`src/rtl/wb_reg_file.sv`:
```
// wb_reg_file: MEM/WB write-back select, 2**ADDR_W x DATA_W register file, two async read ports
// Ports:
//   clk_i, rst_i (async active-low)
//   MemtoReg_i, RegWrite_i, data_i, alu_result_i, RDaddr_i : MEM_WB write-back inputs
//   RS1addr_i, RS2addr_i -> RS1data_o, RS2data_o           : combinational reads, x0 reads 0
//   wb_data_o, wb_valid_o                                   : selected value / effective write
//   wb_count_o                                              : committed writes since reset
// Option: define WB_RF_BYPASS_EN to return the write-back value on a same-cycle read of RDaddr_i.
module wb_reg_file #(
  parameter int DATA_W = 32,
  parameter int ADDR_W = 5,
  parameter int CNT_W  = 32
) (
  input  logic              clk_i,
  input  logic              rst_i,
  input  logic              MemtoReg_i,
  input  logic              RegWrite_i,
  input  logic [DATA_W-1:0] data_i,
  input  logic [DATA_W-1:0] alu_result_i,
  input  logic [ADDR_W-1:0] RDaddr_i,
  input  logic [ADDR_W-1:0] RS1addr_i,
  input  logic [ADDR_W-1:0] RS2addr_i,
  output logic [DATA_W-1:0] RS1data_o,
  output logic [DATA_W-1:0] RS2data_o,
  output logic [DATA_W-1:0] wb_data_o,
  output logic              wb_valid_o,
  output logic [CNT_W-1:0]  wb_count_o
);
`ifdef WB_RF_BYPASS_EN
  localparam bit BYP = 1'b1;
`else
  localparam bit BYP = 1'b0;
`endif
  logic [DATA_W-1:0] regs_q [2**ADDR_W];
  logic [CNT_W-1:0]  cnt_q, cnt_d;
  logic              byp1, byp2;
  assign wb_data_o  = MemtoReg_i ? data_i : alu_result_i;
  assign wb_valid_o = RegWrite_i && RDaddr_i != '0;
  assign cnt_d      = cnt_q + CNT_W'(wb_valid_o);
  assign wb_count_o = cnt_q;
  // bypass is gated by rst_i so reads stay 0 throughout reset
  assign byp1 = BYP && rst_i && wb_valid_o && RS1addr_i == RDaddr_i;
  assign byp2 = BYP && rst_i && wb_valid_o && RS2addr_i == RDaddr_i;
  assign RS1data_o = RS1addr_i == '0 ? '0 : byp1 ? wb_data_o : regs_q[RS1addr_i];
  assign RS2data_o = RS2addr_i == '0 ? '0 : byp2 ? wb_data_o : regs_q[RS2addr_i];
  always_ff @(posedge clk_i or negedge rst_i)
    if (!rst_i) begin
      for (int i = 0; i < 2**ADDR_W; i++) regs_q[i] <= '0;
      cnt_q <= '0;
    end else begin
      if (wb_valid_o) regs_q[RDaddr_i] <= wb_data_o;
      cnt_q <= cnt_d;
    end
endmodule

```
`config.mk`:
```
export PLATFORM = sky130hd
export DESIGN_NAME = wb_reg_file
export DESIGN_NICKNAME = d
export VERILOG_FILES = /design/src/rtl/wb_reg_file.sv
export SDC_FILE = /design/constraint.sdc
export NUM_CORES = 2
export LEC_CHECK = 0
export ABC_AREA = 0
export CORE_UTILIZATION = 55
export CTS_CLUSTER_SIZE = 8
export DETAILED_ROUTE_END_ITERATION = 7
export HOLD_SLACK_MARGIN = 0.06
export PLACE_DENSITY = 0.81
export RECOVER_POWER = 50
export SLEW_MARGIN = 20
export SYNTH_ARGS = -nofsm -noshare
export SYNTH_HDL_FRONTEND = slang
export SYNTH_SLANG_ARGS = --single-unit
```
`constraint.sdc`:
```
create_clock -name clk_i -period 2.7 [get_ports clk_i]
set_clock_uncertainty 0.1 [all_clocks]
set_input_delay 0.54 -clock clk_i [delete_from_list [all_inputs] [get_ports clk_i]]
set_output_delay 0.54 -clock clk_i [all_outputs]
set_load 0.005 [all_outputs]
```
==> out/qor.yml <==
cts:
  cts_tree: "built"
  clock-root-buffer: "clkbuf_16"
  path_clk_slew_ns: 0.05
  cts_max_path_buffers: 3
  cts_htree_levels: 4
  insertion_delay_ns: 0.76
  cts-buffers-inserted: 150
  clock_sinks: 1056
logic_synthesis:
  ys.flop_type: "dfrtp_1"
  synth.cell_area_mm2: 0.0547
  ys_seq_elements: 1056
  synthAdderAreaFrac_pct: 0.0686
  synth_edf_count: 0
  synth_warnings: 0
  syn-mean-instance-area_um2: 11.2
  synth-xor-area-share_pct: 0.480
  synthSimpleGateAreaFrac_pct: 9.10
  ys_types: 51
  synth-seq-area-share_pct: 48.3
  synth_top_family_by_area: "multiplexers"
  synthArstFlopShare_pct: 100
  synthMuxAreaShare_pct: 22.7
  netlist_instances: 4900
  synth_compound_area_share_pct: 14.2
  syn_nets: 4986
critical_path:
  crit_buf_inv: 2
  crit_family: "compound AO/OA/AOI/OAI gates"
  crit_type: "reg -> out"
  cp_max_fo: 2
  crit_path_start_kind: "flop"
  path_cells: "buf_6 > mux4_2 > nor2b_4 > a211oi_4 > a311oi_4 > buf_2"
  critPathSlowestCell: "mux4_2"
  worstSetupEndpointType: "output port"
  cpPeakStageDelay_ns: 0.45
  required_ns: 2.06
  critical_path_arrival_ns: 2.62
placed_design:
  portBuffers: 211
  place_ws_ns: -0.970
  hpwl_um: 119000
  gp_congestion: 0.926
  place_inst: 6385
route:
  drt_iter0_markers: 8887
  drt-wirelength-per-cell_um: 31.6
  via_per_inst: 7.43
  drt_wl_total_um: 211000
  vias: 49500
  drtAntennaViolNets: 0
  first_pass_iters: 8
  post-route-drc-count: 2
global_routing:
  antenna_found_initial: 6
  grt_pass1_vias: 50500
  grt_max_degree: 109
  grt_pass1_wl_um: 307000
  gr-total-overflow: 0
  grt_use_total_pct: 41.3
sta:
  period_needed_ns: 3.26
  setup_viol: 64
  relSlewSlack_pct: 2.09
  fin_crit_sh_pct: 121
  slew_viol_final: 0
  layout_setup_ws_ns: -0.556
  final-hold-violation-count: 0
  fmax_ghz: 0.307
  fin_tns_setup_ns: -23.26
  worstMarginPinSlew_ns: 1.47
  rsz0062_at_grt: "true"
floorplan:
  fp.dieH_um: 317
  rows: 115
  initial_core_util_pct: 55.6
  coreArea_mm2: 0.0984
  dieArea_mm2: 0.101
  die_w_um: 317
  ios: 212
final_layout:
  drive_above_1_share_pct: 32.4
  seq_area_mm2: 0.0264
  fin_nets: 5445
  syn2layout_area_growth_pct: 24.3
  fin_util_pct: 69.1
  stdcell_count: 6665
  nFillCells: 5925
  multiInputGateArea_mm2: 0.0274
pwr:
  irDropWorstVdd_mv: 0.542
  p_per_area_mw_per_mm2: 761
  p_leak_nw: 29.4
outcome:
  violations: "design-rule violations, negative setup slack"
  outcome: "complete, but fails checks"
hold_path:
  worstHoldPathType: "reg -> reg"
flow_run:
  cap_viol_max_count: 0
metal layers:
| metal | vias up | GRT usage (%) | wire length (um) |
|---|---|---|---|
| met4 | 12 | 32.3 | 20200 |
| met1 | 23800 | 48.7 | 64900 |
| met5 | - | 0 | 126 |
| met3 | 1791 | 17.4 | 34400 |
| met2 | 5191 | 59.9 | 91100 |
| li1 | 18700 | - | - |
cell usage after synthesis (5+ instances only):
master / count / share of area (%)
dfrtp_1: 1056 / 48
nand2_1: 658 / 4.5
o21ai_0: 566 / 5.2
mux4_2: 448 / 18
nor2_1: 399 / 2.7
a21oi_1: 384 / 3.5
clkbuf_1: 315 / 2.2
mux2i_1: 160 / 2.9
buf_2: 124 / 1.1
o21ai_1: 122 / 1.1
nor2b_1: 66 / 0.75
a211oi_1: 64 / 0.88
a22oi_1: 64 / 0.88
a311oi_1: 64 / 1.0
mux2_2: 64 / 1.3
buf_6: 49 / 1.0
a221oi_1: 47 / 0.75
buf_4: 43 / 0.59
inv_1: 33 / 0.23
o21ai_2: 32 / 0.51
xnor2_1: 27 / 0.43
nand3_1: 17 / 0.16
o2111ai_1: 16 / 0.26
nand4_1: 13 / 0.15
nor2_2: 8 / 0.091
and3_1: 5 / 0.057
nand2b_1: 5 / 0.057
nand3b_1: 5 / 0.069
sequential cells by signal, indices dropped and copies added (netlist names):
signal      flops
regs_q       1024
wb_count_o     32
layout by cell type, fill, tap and decap left out, types with 9 or more instances in the layout:
cell type        netlist  layout
dfrtp_1             1056    1056
nand2_1              658     650
o21ai_0              566     545
mux4_2               448     448
buf_4                 43     448
nor2_1               399     393
a21oi_1              384     384
clkbuf_16              0     155
clkdlybuf4s50_1        0     131
mux2i_1              160     128
buf_12                 0     116
o21ai_2               32      92
o21ai_1              122      70
a211oi_2               0      58
buf_2                124      56
nor2b_1               66      55
mux2_4                 0      51
buf_6                 49      51
a311oi_2               0      42
a22oi_1               64      40
inv_1                 33      33
mux2i_2                0      29
xnor2_1               27      27
a22oi_2                0      24
a221oi_2               1      24
a221oi_1              47      23
nand3_1               17      17
a311oi_1              64      16
nand4_1               13      13
nor2_4                 0      13
o21ai_4                0      13
mux2_2                64      13
o2111ai_1             16      11
clkbuf_1             315       9
metrics by stage:
step	cell area [um2]	total power, mW	hold WS [ns]
global route	68000	53.1	0.302
CTS	67200	50.2	0.199
floorplan	54700	28.1	0.144
finish	68000	51.7	0.297
detailed placement	61500	32.4	0.282
global placement	61500	31.6	0.277
where the power goes:
part	switching, mW	leakage [nW]	total (mW)	internal [mW]
logic	6.20	14.0	12.6	6.45
clock network	7.01	1.96	17.0	10.0
registers	2.94	13.4	22.0	19.1
kinds of logic (layout without fill, tap and decap cells):
| family | after synthesis | in the layout |
|---|---|---|
| buffers and inverters | 571 | 1046 |
| AOI/OAI and AO/OA | 1361 | 1361 |
| xor gates and xnor gates | 30 | 30 |
| and+or+nand+nor | 1207 | 1207 |
| other | 0 | 3 |
| muxes | 672 | 672 |
| adders and majority gates | 3 | 3 |
| DFF | 1056 | 1056 |
cell type report:
| type | instances | area share (%) |
|---|---|---|
| clock buffer | 158 | 5.70 |
| clock inverter | 10 | 0.167 |
| multi-input combinational | 3273 | 40.3 |
| antenna | 3 | 0.0110 |
| timing repair buffer | 843 | 12.4 |
| inverter | 35 | 0.199 |
| sequential | 1056 | 38.9 |
| tap | 1287 | 2.37 |
worst register-to-register path: stages, from the launching register on:
cell and delay [ns]:
dfrtp_1 0.38, ha_1 0.20, ha_1 0.17, nand2_1 0.06, nor2_1 0.71, nand4_1 0.23
xnor2_1 0.17
what timing repair did:
item / 4_1_cts / 5_1_grt
cloned: 2 / 2
setup endpoints to repair: 65 / 66
pin swaps: 78 / 59
hold buffers: 1 / 0
endpoints found under the hold margin: 123 / 0
gates resized for setup: 579 / 106
setup buffers: 90 / 46
final timing paths:
check | startpoint | end | slack [ns] | cells after the start
min reg2reg | regs_q[994]$_DFFE_PN0P_ | regs_q[994]$_DFFE_PN0P_ | 0.30 | 0
max in group asynchronous | rst_i | regs_q[922]$_DFFE_PN0P_ | 0.07 | 4
min in group asynchronous | rst_i | regs_q[928]$_DFFE_PN0P_ | 0.53 | 2
max | regs_q[671]$_DFFE_PN0P_ | RS1data_o[31] | -0.56 | 6
min | regs_q[994]$_DFFE_PN0P_ | regs_q[994]$_DFFE_PN0P_ | 0.30 | 0
max reg2reg | wb_count_o[0]$_DFF_PN0_ | wb_count_o[28]$_DFF_PN0_ | 0.56 | 6
(Power assumes the default switching activity.)
